<file path="src/rtl/matrix_frame_sequencer.sv">
// -----------------------------------------------------------------------------
// matrix_frame_sequencer
//
// Frame-playlist controller for the LED matrix. Walks the matrix's displayed
// frame buffer through COUNT equally spaced frames (FIRST + n*STRIDE) in the
// shared display RAM, holding each one for HOLD displayed frames. Every time
// the frame changes, the new byte address is written to the matrix
// MATRIX_ADDR_L / MATRIX_ADDR_H registers through a Wishbone master port.
//
// Ports
//   clk_i, rst_i          system clock, asynchronous active-high reset
//   adr_i/dat_i/dat_o     Wishbone slave (CPU configuration), 16-byte window
//   we_i/stb_i/cyc_i      slave strobes; ack_o is registered, single cycle
//   m_adr_o/m_dat_o       Wishbone master towards the matrix control block
//   m_we_o/m_stb_o/m_cyc_o registered master strobes, m_ack_i master ack
//   frame_complete        level from the matrix; each rising edge = 1 frame
//   seq_irq               one-cycle pulse when the sequence wraps or ends
//
// Register map (offset from BASE_ADDRESS)
//   0 CTRL   bit0 run, bit1 loop, bit2 restart (write-1, reads 0)
//   1 STATUS bit0 busy, bit1 done (read only)
//   2 INDEX  current frame index (read only)
//   3 COUNT  4 HOLD  5/6 FIRST_L/H  7/8 STRIDE_L/H   9..15 read 0
// -----------------------------------------------------------------------------
module matrix_frame_sequencer #(
    parameter int          ADDRESS_WIDTH         = 16,
    parameter int          DATA_WIDTH            = 8,
    parameter logic [15:0] BASE_ADDRESS          = 16'h0010,
    parameter logic [15:0] MATRIX_BASE           = 16'h0000,
    parameter logic [15:0] DEFAULT_FRAME_ADDRESS = 16'h4000,
    parameter logic [15:0] MATRIX_ADDR_L         = 16'h0004,
    parameter logic [15:0] MATRIX_ADDR_H         = 16'h0005
) (
    input  logic                     clk_i,
    input  logic                     rst_i,
    input  logic [ADDRESS_WIDTH-1:0] adr_i,
    input  logic [DATA_WIDTH-1:0]    dat_i,
    output logic [DATA_WIDTH-1:0]    dat_o,
    input  logic                     we_i,
    input  logic                     stb_i,
    input  logic                     cyc_i,
    output logic                     ack_o,
    output logic [ADDRESS_WIDTH-1:0] m_adr_o,
    output logic [DATA_WIDTH-1:0]    m_dat_o,
    output logic                     m_we_o,
    output logic                     m_stb_o,
    output logic                     m_cyc_o,
    input  logic                     m_ack_i,
    input  logic                     frame_complete,
    output logic                     seq_irq
);

    typedef enum logic [1:0] {
        ST_IDLE = 2'd0,
        ST_WR_L = 2'd1,
        ST_WR_H = 2'd2
    } state_t;

    // Configuration registers
    logic        run_q,      run_d;
    logic        loop_q,     loop_d;
    logic        done_q,     done_d;
    logic [7:0]  count_q,    count_d;
    logic [7:0]  hold_q,     hold_d;
    logic [15:0] first_q,    first_d;
    logic [15:0] stride_q,   stride_d;

    // Sequencer state
    logic [7:0]  index_q,    index_d;
    logic [7:0]  hold_cnt_q, hold_cnt_d;
    logic [15:0] cur_addr_q, cur_addr_d;
    logic        pending_q,  pending_d;
    logic        fc_q,       fc_d;
    logic        irq_q,      irq_d;
    logic        ack_q,      ack_d;

    // Master port
    state_t      state_q,    state_d;
    logic [15:0] wr_addr_q,  wr_addr_d;
    logic [15:0] m_adr_q,    m_adr_d;
    logic [7:0]  m_dat_q,    m_dat_d;
    logic        m_we_q,     m_we_d;
    logic        m_stb_q,    m_stb_d;
    logic        m_cyc_q,    m_cyc_d;

    logic        sel;
    logic        wr_en;
    logic        fc_rise;
    logic        start;
    logic [7:0]  eff_count;
    logic [7:0]  eff_hold;
    logic [8:0]  hold_inc;
    logic [8:0]  index_inc;

    assign sel       = cyc_i & stb_i & ((adr_i & 16'hFFF0) == BASE_ADDRESS);
    // Side effects happen on the same edge that raises ack_o.
    assign wr_en     = sel & we_i & ~ack_q;
    assign fc_rise   = frame_complete & ~fc_q;
    // A zero COUNT or HOLD behaves like 1.
    assign eff_count = (count_q == 8'd0) ? 8'd1 : count_q;
    assign eff_hold  = (hold_q  == 8'd0) ? 8'd1 : hold_q;
    assign hold_inc  = {1'b0, hold_cnt_q} + 9'd1;
    assign index_inc = {1'b0, index_q} + 9'd1;

    always_comb begin
        run_d      = run_q;
        loop_d     = loop_q;
        done_d     = done_q;
        count_d    = count_q;
        hold_d     = hold_q;
        first_d    = first_q;
        stride_d   = stride_q;
        index_d    = index_q;
        hold_cnt_d = hold_cnt_q;
        cur_addr_d = cur_addr_q;
        pending_d  = pending_q;
        fc_d       = frame_complete;
        irq_d      = 1'b0;
        ack_d      = sel & ~ack_q;
        state_d    = state_q;
        wr_addr_d  = wr_addr_q;
        m_adr_d    = m_adr_q;
        m_dat_d    = m_dat_q;
        m_we_d     = m_we_q;
        m_stb_d    = m_stb_q;
        m_cyc_d    = m_cyc_q;
        start      = 1'b0;

        // CPU register writes
        if (wr_en) begin
            case (adr_i[3:0])
                4'd0: begin
                    run_d  = dat_i[0];
                    loop_d = dat_i[1];
                    // Rising run, or restart while staying in run.
                    start  = dat_i[0] & (~run_q | dat_i[2]);
                end
                4'd3:    count_d         = dat_i;
                4'd4:    hold_d          = dat_i;
                4'd5:    first_d[7:0]    = dat_i;
                4'd6:    first_d[15:8]   = dat_i;
                4'd7:    stride_d[7:0]   = dat_i;
                4'd8:    stride_d[15:8]  = dat_i;
                default: ;
            endcase
        end

        // Master write FSM. Pending is consumed here and may be re-set
        // below by an advance in the same cycle, so set always wins.
        case (state_q)
            ST_IDLE: begin
                if (pending_q) begin
                    state_d   = ST_WR_L;
                    wr_addr_d = cur_addr_q;
                    pending_d = 1'b0;
                    m_cyc_d   = 1'b1;
                    m_stb_d   = 1'b1;
                    m_we_d    = 1'b1;
                    m_adr_d   = MATRIX_BASE + MATRIX_ADDR_L;
                    m_dat_d   = cur_addr_q[7:0];
                end
            end
            ST_WR_L: begin
                if (m_ack_i) begin
                    state_d = ST_WR_H;
                    m_adr_d = MATRIX_BASE + MATRIX_ADDR_H;
                    // High byte comes from the same snapshot as the low byte.
                    m_dat_d = wr_addr_q[15:8];
                end
            end
            ST_WR_H: begin
                if (m_ack_i) begin
                    state_d = ST_IDLE;
                    m_cyc_d = 1'b0;
                    m_stb_d = 1'b0;
                    m_we_d  = 1'b0;
                    m_adr_d = 16'h0000;
                    m_dat_d = 8'h00;
                end
            end
            default: begin
                state_d = ST_IDLE;
                m_cyc_d = 1'b0;
                m_stb_d = 1'b0;
                m_we_d  = 1'b0;
            end
        endcase

        // Sequencing; a start/restart swallows a coincident frame edge.
        if (start) begin
            index_d    = 8'd0;
            cur_addr_d = first_q;
            hold_cnt_d = 8'd0;
            done_d     = 1'b0;
            pending_d  = 1'b1;
        end else if (fc_rise && run_q) begin
            if (hold_inc >= {1'b0, eff_hold}) begin
                hold_cnt_d = 8'd0;
                if (index_inc < {1'b0, eff_count}) begin
                    index_d    = index_inc[7:0];
                    cur_addr_d = cur_addr_q + stride_q;
                    pending_d  = 1'b1;
                end else if (loop_q) begin
                    index_d    = 8'd0;
                    cur_addr_d = first_q;
                    pending_d  = 1'b1;
                    irq_d      = 1'b1;
                end else begin
                    // End of a one-shot sequence: the last frame stays up.
                    run_d  = 1'b0;
                    done_d = 1'b1;
                    irq_d  = 1'b1;
                end
            end else begin
                hold_cnt_d = hold_inc[7:0];
            end
        end
    end

    always_ff @(posedge clk_i or posedge rst_i) begin
        if (rst_i) begin
            run_q      <= 1'b0;
            loop_q     <= 1'b1;
            done_q     <= 1'b0;
            count_q    <= 8'd1;
            hold_q     <= 8'd1;
            first_q    <= DEFAULT_FRAME_ADDRESS;
            stride_q   <= 16'h0400;
            index_q    <= 8'd0;
            hold_cnt_q <= 8'd0;
            cur_addr_q <= DEFAULT_FRAME_ADDRESS;
            pending_q  <= 1'b0;
            fc_q       <= 1'b0;
            irq_q      <= 1'b0;
            ack_q      <= 1'b0;
            state_q    <= ST_IDLE;
            wr_addr_q  <= 16'h0000;
            m_adr_q    <= 16'h0000;
            m_dat_q    <= 8'h00;
            m_we_q     <= 1'b0;
            m_stb_q    <= 1'b0;
            m_cyc_q    <= 1'b0;
        end else begin
            run_q      <= run_d;
            loop_q     <= loop_d;
            done_q     <= done_d;
            count_q    <= count_d;
            hold_q     <= hold_d;
            first_q    <= first_d;
            stride_q   <= stride_d;
            index_q    <= index_d;
            hold_cnt_q <= hold_cnt_d;
            cur_addr_q <= cur_addr_d;
            pending_q  <= pending_d;
            fc_q       <= fc_d;
            irq_q      <= irq_d;
            ack_q      <= ack_d;
            state_q    <= state_d;
            wr_addr_q  <= wr_addr_d;
            m_adr_q    <= m_adr_d;
            m_dat_q    <= m_dat_d;
            m_we_q     <= m_we_d;
            m_stb_q    <= m_stb_d;
            m_cyc_q    <= m_cyc_d;
        end
    end

    // Slave read mux, zero whenever this block is not addressed.
    always_comb begin
        dat_o = '0;
        if (sel) begin
            case (adr_i[3:0])
                4'd0:    dat_o = {6'b0, loop_q, run_q};
                4'd1:    dat_o = {6'b0, done_q, (state_q != ST_IDLE)};
                4'd2:    dat_o = index_q;
                4'd3:    dat_o = count_q;
                4'd4:    dat_o = hold_q;
                4'd5:    dat_o = first_q[7:0];
                4'd6:    dat_o = first_q[15:8];
                4'd7:    dat_o = stride_q[7:0];
                4'd8:    dat_o = stride_q[15:8];
                default: dat_o = '0;
            endcase
        end
    end

    assign ack_o   = ack_q;
    assign seq_irq = irq_q;
    assign m_adr_o = m_adr_q;
    assign m_dat_o = m_dat_q;
    assign m_we_o  = m_we_q;
    assign m_stb_o = m_stb_q;
    assign m_cyc_o = m_cyc_q;

endmodule

</file>
<file path="config.mk">
export PLATFORM = sky130hd
export DESIGN_NAME = matrix_frame_sequencer
export DESIGN_NICKNAME = d
export VERILOG_FILES = /design/src/rtl/matrix_frame_sequencer.sv
export SDC_FILE = /design/constraint.sdc
export NUM_CORES = 1
export LEC_CHECK = 0
export ABC_AREA = 0
export CORE_ASPECT_RATIO = 1.75
export CORE_UTILIZATION = 40
export DETAILED_ROUTE_END_ITERATION = 7
export GPL_ROUTABILITY_DRIVEN = 1
export GPL_TIMING_DRIVEN = 0
export PLACE_DENSITY = 0.61
export SETUP_SLACK_MARGIN = 0.3
export SLEW_MARGIN = 20
export SYNTH_ARGS = -nofsm -noshare
export SYNTH_HDL_FRONTEND = slang
export SYNTH_SLANG_ARGS = --single-unit
export TNS_END_PERCENT = 30
</file>
<file path="constraint.sdc">
create_clock -name clk_i -period 4.51 [get_ports clk_i]
set_input_delay 0.6765 -clock clk_i [delete_from_list [all_inputs] [get_ports clk_i]]
set_output_delay 0.6765 -clock clk_i [all_outputs]
set_load 0.01 [all_outputs]
</file>
==> impl_metrics.xml <==
<?xml version="1.0" encoding="UTF-8"?>
<metrics>
  <group name="finish">
    <metric name="final_design_area_no_fill" unit="µm²">7750</metric>
    <metric name="n_antenna_cell" unit="">0</metric>
    <metric name="fin_cells" unit="">951</metric>
    <metric name="num-nets-final" unit="">824</metric>
    <metric name="layout-area-overhead-vs-synth" unit="%">17.3</metric>
    <metric name="layout-drive-gt1-share" unit="%">16.7</metric>
    <metric name="fillerInstances" unit="">1558</metric>
  </group>
  <group name="clock_network">
    <metric name="cts_tree" unit="">yes</metric>
    <metric name="cts.sink_count" unit="">108</metric>
    <metric name="path_clk_slew" unit="ns">0.08</metric>
    <metric name="count_of_buffers_added_by_post_cts_timing_repair_for_setup" unit="">0</metric>
    <metric name="numCtsBuffers" unit="">9</metric>
    <metric name="cts_buffer_depth" unit="">2</metric>
    <metric name="cts.root.buffer_cell" unit="">clkbuf_16</metric>
    <metric name="h-tree-depth" unit="">3</metric>
    <metric name="clock_insertion_delay_worst_skew" unit="ns">0.36</metric>
  </group>
  <group name="yosys">
    <metric name="yosys.area_share.adder" unit="%">6.93</metric>
    <metric name="synth_top_flop_cell" unit="">dfrtp_1</metric>
    <metric name="register_bit_total_from_synthesis" unit="">108</metric>
    <metric name="syn-instance-count" unit="">681</metric>
    <metric name="synth.yosys.seq_area_share" unit="%">41.0</metric>
    <metric name="ys_top_cells_by_area" unit="">dfrtp_1 (39%), mux2_2 (8.7%), ha_1 (6.6%)</metric>
    <metric name="netlist.top_cell.by_area" unit="">dfrtp_1</metric>
    <metric name="synth.top_cells.by_count" unit="">dfrtp_1 (102), nand2_1 (84), mux2_2 (51), nor2_1 (45), o21ai_0 (42)</metric>
    <metric name="synth.area.mux_share" unit="%">9.82</metric>
    <metric name="syn-cell-area" unit="µm²">6610</metric>
    <metric name="synth_compound_gate_area_share" unit="%">15.6</metric>
    <metric name="post_synth_and_or_nand_nor_area_fraction" unit="%">17.8</metric>
    <metric name="synth_edf_count" unit="">0</metric>
    <metric name="syn_avg_cell_area" unit="µm²">9.71</metric>
    <metric name="async_flop_share" unit="%">100</metric>
    <metric name="ys_warn_count" unit="">0</metric>
    <metric name="main_combinational_cell_family_by_area_after_synthesis" unit="">simple AND/OR/NAND/NOR gates</metric>
    <metric name="yosys.area.top_type_share" unit="%">38.6</metric>
    <metric name="synth_xor_area_share" unit="%">3.71</metric>
    <metric name="number_of_library_cell_types_mapped_by_synthesis" unit="">65</metric>
    <metric name="synth_most_common_cell" unit="">dfrtp_1</metric>
  </group>
  <group name="worst_setup_path">
    <metric name="cp.required" unit="ns">3.83</metric>
    <metric name="worstSetupEndpointType" unit="">output pin</metric>
    <metric name="reg2reg_setup_slack" unit="ns">0.51</metric>
    <metric name="setup.worst_path.start_class" unit="">primary input</metric>
    <metric name="critPathTopFamily" unit="">buffers and inverters</metric>
    <metric name="max_stage_delay" unit="ns">0.56</metric>
    <metric name="cpMaxStageDelayCell" unit="">clkdlybuf4s50_1</metric>
    <metric name="cp_cell_sequence" unit="">clkdlybuf4s50_1 &gt; clkbuf_2 &gt; clkbuf_1 &gt; o21ai_0 &gt; a22o_1 &gt; a222oi_1 &gt; nor2_1 &gt; a21oi_1 &gt; nor2_1 &gt; clkdlybuf4s50_1</metric>
    <metric name="path_max_fanout" unit="">10</metric>
    <metric name="worstPathArrival" unit="ns">3.47</metric>
    <metric name="crit_type" unit="">in2out</metric>
    <metric name="critical_path.n_buffers_inverters" unit="">4</metric>
  </group>
  <group name="timing">
    <metric name="hold_violations" unit="">0</metric>
    <metric name="worst_slew_pin_slew" unit="ns">0.682</metric>
    <metric name="grt_setup_unrepaired" unit="">yes</metric>
    <metric name="fin_skew" unit="ns">0.0100</metric>
    <metric name="fmax" unit="GHz">0.241</metric>
    <metric name="max-slew-margin-rel" unit="%">54.5</metric>
    <metric name="layout_worst_path_cycle_share" unit="%">91.9</metric>
    <metric name="final_period_minus_worst_setup_slack" unit="ns">4.15</metric>
    <metric name="fin_max_slew_vios" unit="">0</metric>
    <metric name="finalSetupViolCount" unit="">0</metric>
  </group>
  <group name="placed_design">
    <metric name="postPlaceCellArea" unit="µm²">7440</metric>
    <metric name="dp_hpwl" unit="µm">15000</metric>
    <metric name="io_buffers" unit="">51</metric>
    <metric name="finalWeightedCongestion" unit="">1.03</metric>
    <metric name="dp_cells" unit="">935</metric>
  </group>
  <group name="global_routing">
    <metric name="grt_pass1_vias" unit="">5725</metric>
    <metric name="global_route.usage.total" unit="%">23.7</metric>
    <metric name="grt_overflow" unit="">0</metric>
    <metric name="antenna_found_initial" unit="">0</metric>
    <metric name="grt_pass1_wl" unit="µm">30300</metric>
    <metric name="largest_net_degree_at_the_start_of_global_routing" unit="">66</metric>
  </group>
  <group name="pwr">
    <metric name="clock_power_share" unit="%">41.2</metric>
    <metric name="peakVddDrop" unit="V">0.000162</metric>
    <metric name="share_comb_of_total_power" unit="%">10.3</metric>
    <metric name="internal_power" unit="mW">1.51</metric>
    <metric name="power.switching_fraction" unit="%">26.1</metric>
    <metric name="p_switching" unit="µW">531</metric>
    <metric name="seq_power_share" unit="%">48.5</metric>
    <metric name="powerDensity" unit="nW/µm²">263</metric>
    <metric name="power.leakage" unit="nW">3.63</metric>
  </group>
  <group name="drt">
    <metric name="drtAntennaViolNets" unit="">0</metric>
    <metric name="drt_first_pass_iters" unit="">5</metric>
    <metric name="drc_violations_left" unit="">0</metric>
    <metric name="route.final.wire_length" unit="µm">19100</metric>
    <metric name="wire_per_inst" unit="µm">20.0</metric>
    <metric name="post_drt_via_cell_ratio" unit="">5.77</metric>
    <metric name="count_of_routing_violations_after_the_opening_detailed_route_iteration" unit="">231</metric>
    <metric name="via_count" unit="">5490</metric>
  </group>
  <group name="floorplanning">
    <metric name="ios" unit="">68</metric>
    <metric name="core-area" unit="µm²">16000</metric>
    <metric name="floorplan.die_area" unit="µm²">17100</metric>
    <metric name="die_w" unit="µm">99.2</metric>
    <metric name="initial_cell_density_of_the_core" unit="%">41.2</metric>
    <metric name="die_h" unit="µm">172</metric>
    <metric name="row_count" unit="">61</metric>
  </group>
  <group name="hold_path">
    <metric name="min_path_type" unit="">reg2reg</metric>
  </group>
  <group name="flow_run">
    <metric name="max_cap_violations" unit="">0</metric>
  </group>
  <group name="run_status">
    <metric name="run_status" unit="">completed</metric>
  </group>
</metrics>
## timing repair
action	4_1_cts	5_1_grt
hold endpoints to repair	0	0
hold buffers	0	0
pin swaps	0	0
gates resized for setup	1	2
setup endpoints to repair	2	12
## path summary, 6_finish.rpt
check	start	to	cells past startpoint
max reg2reg	index_q[0]$_DFFE_PP0P_	cur_addr_q[5]$_DFFE_PP0P_	13
min	m_dat_o[4]$_DFFE_PP0P_	m_dat_o[4]$_DFFE_PP0P_	2
min reg2reg	m_dat_o[4]$_DFFE_PP0P_	m_dat_o[4]$_DFFE_PP0P_	2
max in group asynchronous	rst_i	cur_addr_q[14]$_DFFE_PP1P_	3
min in group asynchronous	rst_i	first_q[2]$_DFFE_PP0P_	2
max	adr_i[2]	dat_o[3]	10
## flip-flops by register name, summed over array words and instances, names as in the netlist
signal      flops
wr_addr_q       8
hold_cnt_q      8
count_q         8
m_adr_o         2
done_q          1
first_q        16
fc_q            1
ack_o           1
loop_q          1
state_q         2
seq_irq         1
index_q         8
run_q           1
hold_q          8
pending_q       1
cur_addr_q     16
m_cyc_o         1
m_dat_o         8
stride_q       16
## power by group through the flow
stage	Clock (mW)	Combinational [mW]	Sequential [mW]
4_1_cts	0.863	0.211	0.988
5_1_grt	0.890	0.235	0.989
2_1_floorplan	0	0.114	1.01
3_3_place_gp	0	0.202	1.01
3_5_place_dp	0	0.211	1.01
6_report	0.841	0.210	0.988
## kinds of logic after synthesis
kind of cell	after synthesis
DFF	108
xor gates and xnor gates	28
adders and majority gates	36
and+or+nand+nor	237
buffers and inverters	66
muxes	56
other	1
AOI/OAI and AO/OA	149
## placed cells by master, fill, tap and decap left out, types with 4 or more instances in the layout
cell type	instances
a31oi_2	10
conb_1	14
o21ai_0	42
ha_1	35
a211oi_1	12
inv_6	4
nand4_1	6
a31oi_1	7
nor3_1	7
inv_1	23
nor4_1	6
nor2_2	10
xnor2_1	18
nor2b_1	9
and2_1	5
a222oi_1	4
dfstp_2	6
a21o_1	10
clkdlybuf4s50_1	51
nand3_1	23
clkbuf_16	9
buf_4	18
nor2_1	45
and3_1	18
a22o_1	6
xor2_1	10
mux2_2	51
nand2b_1	6
a21oi_1	31
dfrtp_1	102
clkbuf_1	16
nand2_1	84
## worst register-to-register path, stage by stage, from the launching register on
cell	delay, ns
dfrtp_1	0.54
ha_1	0.32
and3_1	0.26
xor2_1	0.19
ha_1	0.27
a211oi_1	0.30
o21ai_0	0.16
a21oi_1	0.15
o21a_1	0.28
and2_1	0.24
clkbuf_1	0.50
clkbuf_2	0.43
nand2_1	0.12
a31oi_2	0.19
## layer usage
layer | track usage, % | wire length (µm)
met5 | 0 | 0
met4 | 17.6 | 1470
met3 | 3.15 | 741
met2 | 44.6 | 10100
met1 | 23.5 | 6730
## final cells by class
class / count / area [µm²] / area share (%)
multi-input combinational: 520 / 3610 / 46.6
clock inverter: 7 / 87.6 / 1.13
buffer: 41 / 248 / 3.20
clock buffer: 9 / 225 / 2.90
tap: 189 / 236 / 3.05
sequential: 108 / 2710 / 35.0
timing repair buffer: 52 / 538 / 6.94
inverter: 25 / 98.8 / 1.27
## stage by stage
step                      setup WS [ns]  hold slack, ns  total power, mW  util (%)  TNS [ns]
after detailed placement          0.236           0.470             1.22      46.4         0
after global routing              0.261           0.524             2.11      48.4         0
after global placement           -0.585           0.460             1.21      46.2    -58.16
after floorplan                   0.998           0.445             1.12         -         0
after CTS                         0.380           0.487             2.06      48.4         0
final                             0.364           0.478             2.04      48.4         0
Power figures use the tool's default switching activity.
